$ cat config.mk
export PLATFORM = sky130hd
export DESIGN_NAME = nibble_serial_adder_ctrl
export DESIGN_NICKNAME = d
export VERILOG_FILES = /design/src/rtl/nibble_serial_adder_ctrl_pkg.sv /design/src/rtl/nibble_serial_adder_ctrl_four_bit_adder.sv /design/src/rtl/nibble_serial_adder_ctrl.sv
export SDC_FILE = /design/constraint.sdc
export NUM_CORES = 1
export LEC_CHECK = 0
export CAP_MARGIN = 15
export CELL_PAD_IN_SITES_DETAIL_PLACEMENT = 1
export CELL_PAD_IN_SITES_GLOBAL_PLACEMENT = 1
export CORE_AREA = 2 2 82 84
export DETAILED_ROUTE_END_ITERATION = 10
export DIE_AREA = 0 0 84 86
export PLACE_DENSITY_LB_ADDON = 0.12
export REMOVE_ABC_BUFFERS = 1
export SYNTH_ARGS = -nofsm -noshare
export SYNTH_HDL_FRONTEND = slang
export SYNTH_HIERARCHICAL = 1
export SYNTH_SLANG_ARGS = --single-unit
$ cat constraint.sdc
create_clock -name clk -period 7.8 [get_ports clk]
set_input_delay 1.56 -clock clk [delete_from_list [all_inputs] [get_ports clk]]
set_output_delay 1.56 -clock clk [all_outputs]
set_load 0.05 [all_outputs]
$ cat src/rtl/nibble_serial_adder_ctrl_pkg.sv
// -----------------------------------------------------------------------------
// adder_ctrl_pkg
// Shared types and constants for the nibble-serial add/subtract sequencer.
//   state_e  : controller FSM states (IDLE / RUN / DONE)
//   NIBBLE_W : width of the shared adder slice
//   clog2    : counter-width helper, evaluated at elaboration time
// -----------------------------------------------------------------------------
package adder_ctrl_pkg;

    localparam int NIBBLE_W = 4;

    typedef enum logic [1:0] {
        IDLE = 2'b00,
        RUN  = 2'b01,
        DONE = 2'b10
    } state_e;

    // Smallest r with 2**r >= n.
    function automatic int clog2(input int n);
        int r;
        r = 0;
        for (int i = 0; i < 31; i++) begin
            if ((1 << i) < n) r = i + 1;
        end
        return r;
    endfunction

endpackage

$ cat src/rtl/nibble_serial_adder_ctrl_four_bit_adder.sv
// -----------------------------------------------------------------------------
// four_bit_adder
// Purely combinational 4-bit ripple slice shared by the serial sequencer.
//   a_i, b_i   : nibble operands
//   cin_i      : carry into the slice
//   sum_o      : nibble sum
//   cout_o     : carry out of the slice
// -----------------------------------------------------------------------------
module four_bit_adder
    import adder_ctrl_pkg::*;
(
    input  logic [NIBBLE_W-1:0] a_i,
    input  logic [NIBBLE_W-1:0] b_i,
    input  logic                cin_i,
    output logic [NIBBLE_W-1:0] sum_o,
    output logic                cout_o
);

    logic [NIBBLE_W:0] full;

    always_comb begin
        full   = {1'b0, a_i} + {1'b0, b_i} + {{NIBBLE_W{1'b0}}, cin_i};
        sum_o  = full[NIBBLE_W-1:0];
        cout_o = full[NIBBLE_W];
    end

endmodule

$ cat src/rtl/nibble_serial_adder_ctrl.sv
// -----------------------------------------------------------------------------
// nibble_serial_adder_ctrl
// W-bit add/subtract computed over NIBBLES cycles on one shared 4-bit adder,
// least-significant nibble first, with a registered inter-nibble carry.
//   clk, rst_n            : clock, async active-low reset
//   start_valid/ready     : request handshake; op_a, op_b, op_sub, carry_in
//                           are sampled only on accept
//   res_valid/ready       : response handshake; result, carry_out, overflow
//                           hold until the next accept
//   busy                  : high while an operation is in RUN or DONE
// Subtract is A + ~B + 1: B is inverted at capture and the carry is seeded
// with 1, so carry_out=1 means no borrow.
// -----------------------------------------------------------------------------
module nibble_serial_adder_ctrl
    import adder_ctrl_pkg::*;
#(
    parameter  int NIBBLES = 4,
    localparam int W       = NIBBLE_W * NIBBLES
) (
    input  logic         clk,
    input  logic         rst_n,
    input  logic         start_valid,
    output logic         start_ready,
    input  logic [W-1:0] op_a,
    input  logic [W-1:0] op_b,
    input  logic         op_sub,
    input  logic         carry_in,
    output logic         res_valid,
    input  logic         res_ready,
    output logic [W-1:0] result,
    output logic         carry_out,
    output logic         overflow,
    output logic         busy
);

    localparam int CW = clog2(NIBBLES);

    typedef logic [NIBBLES-1:0][NIBBLE_W-1:0] nib_vec_t;

    state_e        state_q, state_d;
    logic [CW-1:0] cnt_q,   cnt_d;
    logic          carry_q, carry_d;
    nib_vec_t      a_q,     a_d;
    nib_vec_t      b_q,     b_d;     // stored B, already inverted for subtract
    nib_vec_t      res_q,   res_d;
    logic          co_q,    co_d;
    logic          ov_q,    ov_d;

    logic [NIBBLE_W-1:0] add_a, add_b, add_s;
    logic                add_co;
    logic                last_nib;

    // Single shared datapath slice; operands steered by the nibble counter.
    assign add_a    = a_q[cnt_q];
    assign add_b    = b_q[cnt_q];
    assign last_nib = (cnt_q == CW'(NIBBLES - 1));

    four_bit_adder u_add (
        .a_i   (add_a),
        .b_i   (add_b),
        .cin_i (carry_q),
        .sum_o (add_s),
        .cout_o(add_co)
    );

    always_comb begin
        state_d = state_q;
        cnt_d   = cnt_q;
        carry_d = carry_q;
        a_d     = a_q;
        b_d     = b_q;
        res_d   = res_q;
        co_d    = co_q;
        ov_d    = ov_q;

        unique case (state_q)
            IDLE: begin
                if (start_valid) begin
                    a_d     = op_a;
                    b_d     = op_sub ? ~op_b : op_b;
                    carry_d = op_sub | carry_in;
                    cnt_d   = '0;
                    res_d   = '0;
                    state_d = RUN;
                end
            end
            RUN: begin
                res_d[cnt_q] = add_s;
                carry_d      = add_co;
                if (last_nib) begin
                    co_d    = add_co;
                    // Signed overflow: operands agree in sign, sum disagrees.
                    ov_d    = (a_q[NIBBLES-1][NIBBLE_W-1] == b_q[NIBBLES-1][NIBBLE_W-1]) &&
                              (add_s[NIBBLE_W-1] != a_q[NIBBLES-1][NIBBLE_W-1]);
                    state_d = DONE;
                end else begin
                    cnt_d = cnt_q + 1'b1;
                end
            end
            DONE: begin
                if (res_ready) state_d = IDLE;
            end
            default: state_d = IDLE;
        endcase
    end

    always_ff @(posedge clk or negedge rst_n) begin
        if (!rst_n) begin
            state_q <= IDLE;
            cnt_q   <= '0;
            carry_q <= 1'b0;
            a_q     <= '0;
            b_q     <= '0;
            res_q   <= '0;
            co_q    <= 1'b0;
            ov_q    <= 1'b0;
        end else begin
            state_q <= state_d;
            cnt_q   <= cnt_d;
            carry_q <= carry_d;
            a_q     <= a_d;
            b_q     <= b_d;
            res_q   <= res_d;
            co_q    <= co_d;
            ov_q    <= ov_d;
        end
    end

    assign start_ready = (state_q == IDLE);
    assign res_valid   = (state_q == DONE);
    assign busy        = (state_q != IDLE);
    assign result      = res_q;
    assign carry_out   = co_q;
    assign overflow    = ov_q;

endmodule

==> impl_metrics.yaml <==
setup_path:
  crit_chain: "nor2b_1 > clkdlybuf4s50_1"
  max_stage_delay_ns: 0.84
  cp.arrival_ns: 1.93
  start_kind: "flip-flop"
  crit_fanout: 10
  criticalPathCategory: "reg2out"
  crit_path_end_kind: "output port"
  crit_required_ns: 6.24
  cpMaxStageDelayCell: "clkdlybuf4s50_1"
place:
  dpl-instance-area_mm2: 0.003296
  dp_hpwl_mm: 4.029
  post-place-ws_ns: 4.516
  port_buffers: 58
  routabilityCongestion: 0.7155
drt:
  drt-pass1-iter-count: 3
  wl_per_cell_um: 16.04
  drt_iter0_drc: 59
  remaining_drc_errors: 0
  vias_per_cell: 5.184
  ant_nets: 0
  drt_wl_total_mm: 5.567
  via_count: 1799
synthesis:
  synthCells: 213
  synth_top_area_share_pct: 51.31
  yosysTopAreaCell: "dfrtp_1"
  avgSynthCellArea_um2: 12.59
  synth_seq_cells: 55
  synth_warnings: 6
  synth_cell_type_count: 27
  syn_area_mm2: 0.002683
  seq_area_frac_synth_pct: 51.31
  ys_top_cells_by_area: "dfrtp_1 (51%), mux2_2 (9.7%), mux4_2 (6.7%), xnor2_1 (5.9%), a22o_1 (3.9%)"
timing:
  rsz0062_at_grt: "false"
  relSlewSlack_pct: 37.38
  tightest_slew_ns: 0.9363
  final.min_clock_period_ns: 3.488
  fin_setup_tns_ns: 0
  period_share_pct: 44.72
  finalWorstSetupSlack_ns: 4.312
  fin_skew_ns: 0.01193
  hold_violations: 0
  fmax_mhz: 286.7
  finalMaxSlewViolations: 0
  setup_violations: 0
clock_network:
  cts_resized: 0
  cts_root_buf: "clkbuf_8"
  cts-buffers-inserted: 5
  clock_tree.buffer_depth: 2
  cts-hold-fix-buffers: 0
  cts.sinks: 55
  path_clk_slew_ns: 0.10
  clock_latency_ns: 0.31
  ctsHtreeMaxLevel: 2
  cts_tree: "built"
  cts_setup_buffers: 0
floorplanning:
  die_w_um: 84
  start_util_pct: 42.73
  row_count: 29
  io_pins: 59
  die-area_mm2: 0.007224
  die_h_um: 86
  core_area_mm2: 0.006277
grt:
  overflow: 0
  first_global_vias: 1933
  grt_start_max_net_pins: 56
  grt_antenna_before_repair: 0
  grt_usage_pct: 16.95
  grt_pass1_wl_mm: 9.528
hold_path:
  hp-class: "reg2reg"
final_layout:
  nets: 317
  finish.utilization_pct: 54.08
  fin_area_mm2: 0.003395
  drive_above_1_share_pct: 16.30
  num_antenna_cells: 0
  synthToLayoutAreaGrowth_pct: 26.54
outcome:
  status: "complete, no violations"
power_and_ir_drop:
  ir_drop_mv: 0.2413
  power.density_mw_per_mm2: 488.3
  p_leak_nw: 1.441
  power_mw: 1.658
job:
  maxCapViolations: 0
## routing by layer
metal	GRT usage, %	vias to the layer above	wire length (µm)
met2	30.98	38	2920
met3	3.561	7	186
met4	3.959	0	52
met5	0	-	0
met1	20.64	901	2407
li1	-	853	-
## metrics by stage
step / hold WS, ns / instances
floorplan: 0.4752 / 202
global placement: 0.4871 / 339
detailed placement: 0.4917 / 339
CTS: 0.5154 / 347
global route: 0.5227 / 347
finish: 0.5102 / 347
## area by class of cell
class                           instances  area [µm²]
Timing Repair Buffer                   60       590.6
Fill cell                             645        2883
Clock inverter                          2       16.27
Tap cell                               77       96.34
Clock buffer                            6       82.58
Sequential cell                        55        1376
Multi-Input combinational cell        138        1199
Inverter                                9       33.78
## power by group
part	leakage (nW)	switching, mW	internal, mW
clock network	0.0474	0.0944	0.0727
registers	0.663	0.105	0.418
logic	0.730	0.550	0.417
total	1.44	0.749	0.908
## cells in the final DEF, fill, tap and decap left out
master           synthesis  layout
nor3b_1                  1       1
a22o_1                  12      12
dfrtp_1                 55      55
nand2b_1                 4       4
o21ai_0                  4       4
nor3b_4                  1       1
o311ai_0                 1       1
buf_2                    5       1
a21oi_2                  1       1
buf_4                    3       2
a21oi_1                 17      17
mux2_2                  23      23
xnor2_1                 18      18
nor2_1                  21      21
o22ai_1                  1       1
and3_1                   4       4
a21o_1                   1       1
clkinvlp_4               0       1
fa_1                     2       2
nand2_1                  5       5
inv_1                    9       9
clkdlybuf4s50_1          0      57
ha_1                     8       8
clkinv_4                 0       1
clkbuf_8                 0       6
and2b_1                  1       1
nor2b_1                  2       2
and3b_1                  3       3
mux4_2                   8       8
## Yosys cell counts
cell / n
o311ai_0: 1
buf_2: 5
clkbuf_1: 1
o21ai_0: 4
a22o_1: 12
nor2b_1: 2
nor3b_1: 1
buf_6: 2
a21oi_1: 17
nand2b_1: 4
fa_1: 2
nand2_1: 5
and2b_1: 1
ha_1: 8
nor3b_4: 1
buf_4: 3
a21oi_2: 1
dfrtp_1: 55
and3_1: 4
nor2_1: 21
a21o_1: 1
mux2_2: 23
inv_1: 9
and3b_1: 3
mux4_2: 8
xnor2_1: 18
o22ai_1: 1
## cells by family after synthesis
group           count (synthesis)  share of synthesized area [%]
compound gates                 37                          9.002
xor+xnor                       18                          5.877
fa+ha+maj                      10                          5.224
buf+inv                        20                          4.011
flops                          55                          51.31
mux                            31                          16.37
simple gates                   42                          8.209
## registers in the layout, summed over array words and instances, names as in the netlist
register / cells
carry_out: 1
cnt_q: 2
a_q: 16
carry_q: 1
state_q: 2
result: 16
b_q: 16
overflow: 1
## final timing paths
kind                       startpoint          to  slack (ns)  depth (start not counted)
setup / recovery           state_q[1]   res_valid        4.31                          2
hold / removal                 a_q[1]      a_q[1]        0.51                          1
setup reg to reg             cnt_q[0]    overflow        4.75                          7
hold reg to reg                a_q[1]      a_q[1]        0.51                          1
max in group asynchronous       rst_n     b_q[13]        5.97                          2
min in group asynchronous       rst_n  result[13]        1.35                          2
## critical path, delay by kind of cell, from the launching register on
kind,cells,cell delay [ns]
DFF,1,0.55
and+or+nand+nor,1,0.23
buffers and inverters,1,0.84
No activity file was read; power rests on OpenSTA's default activity.
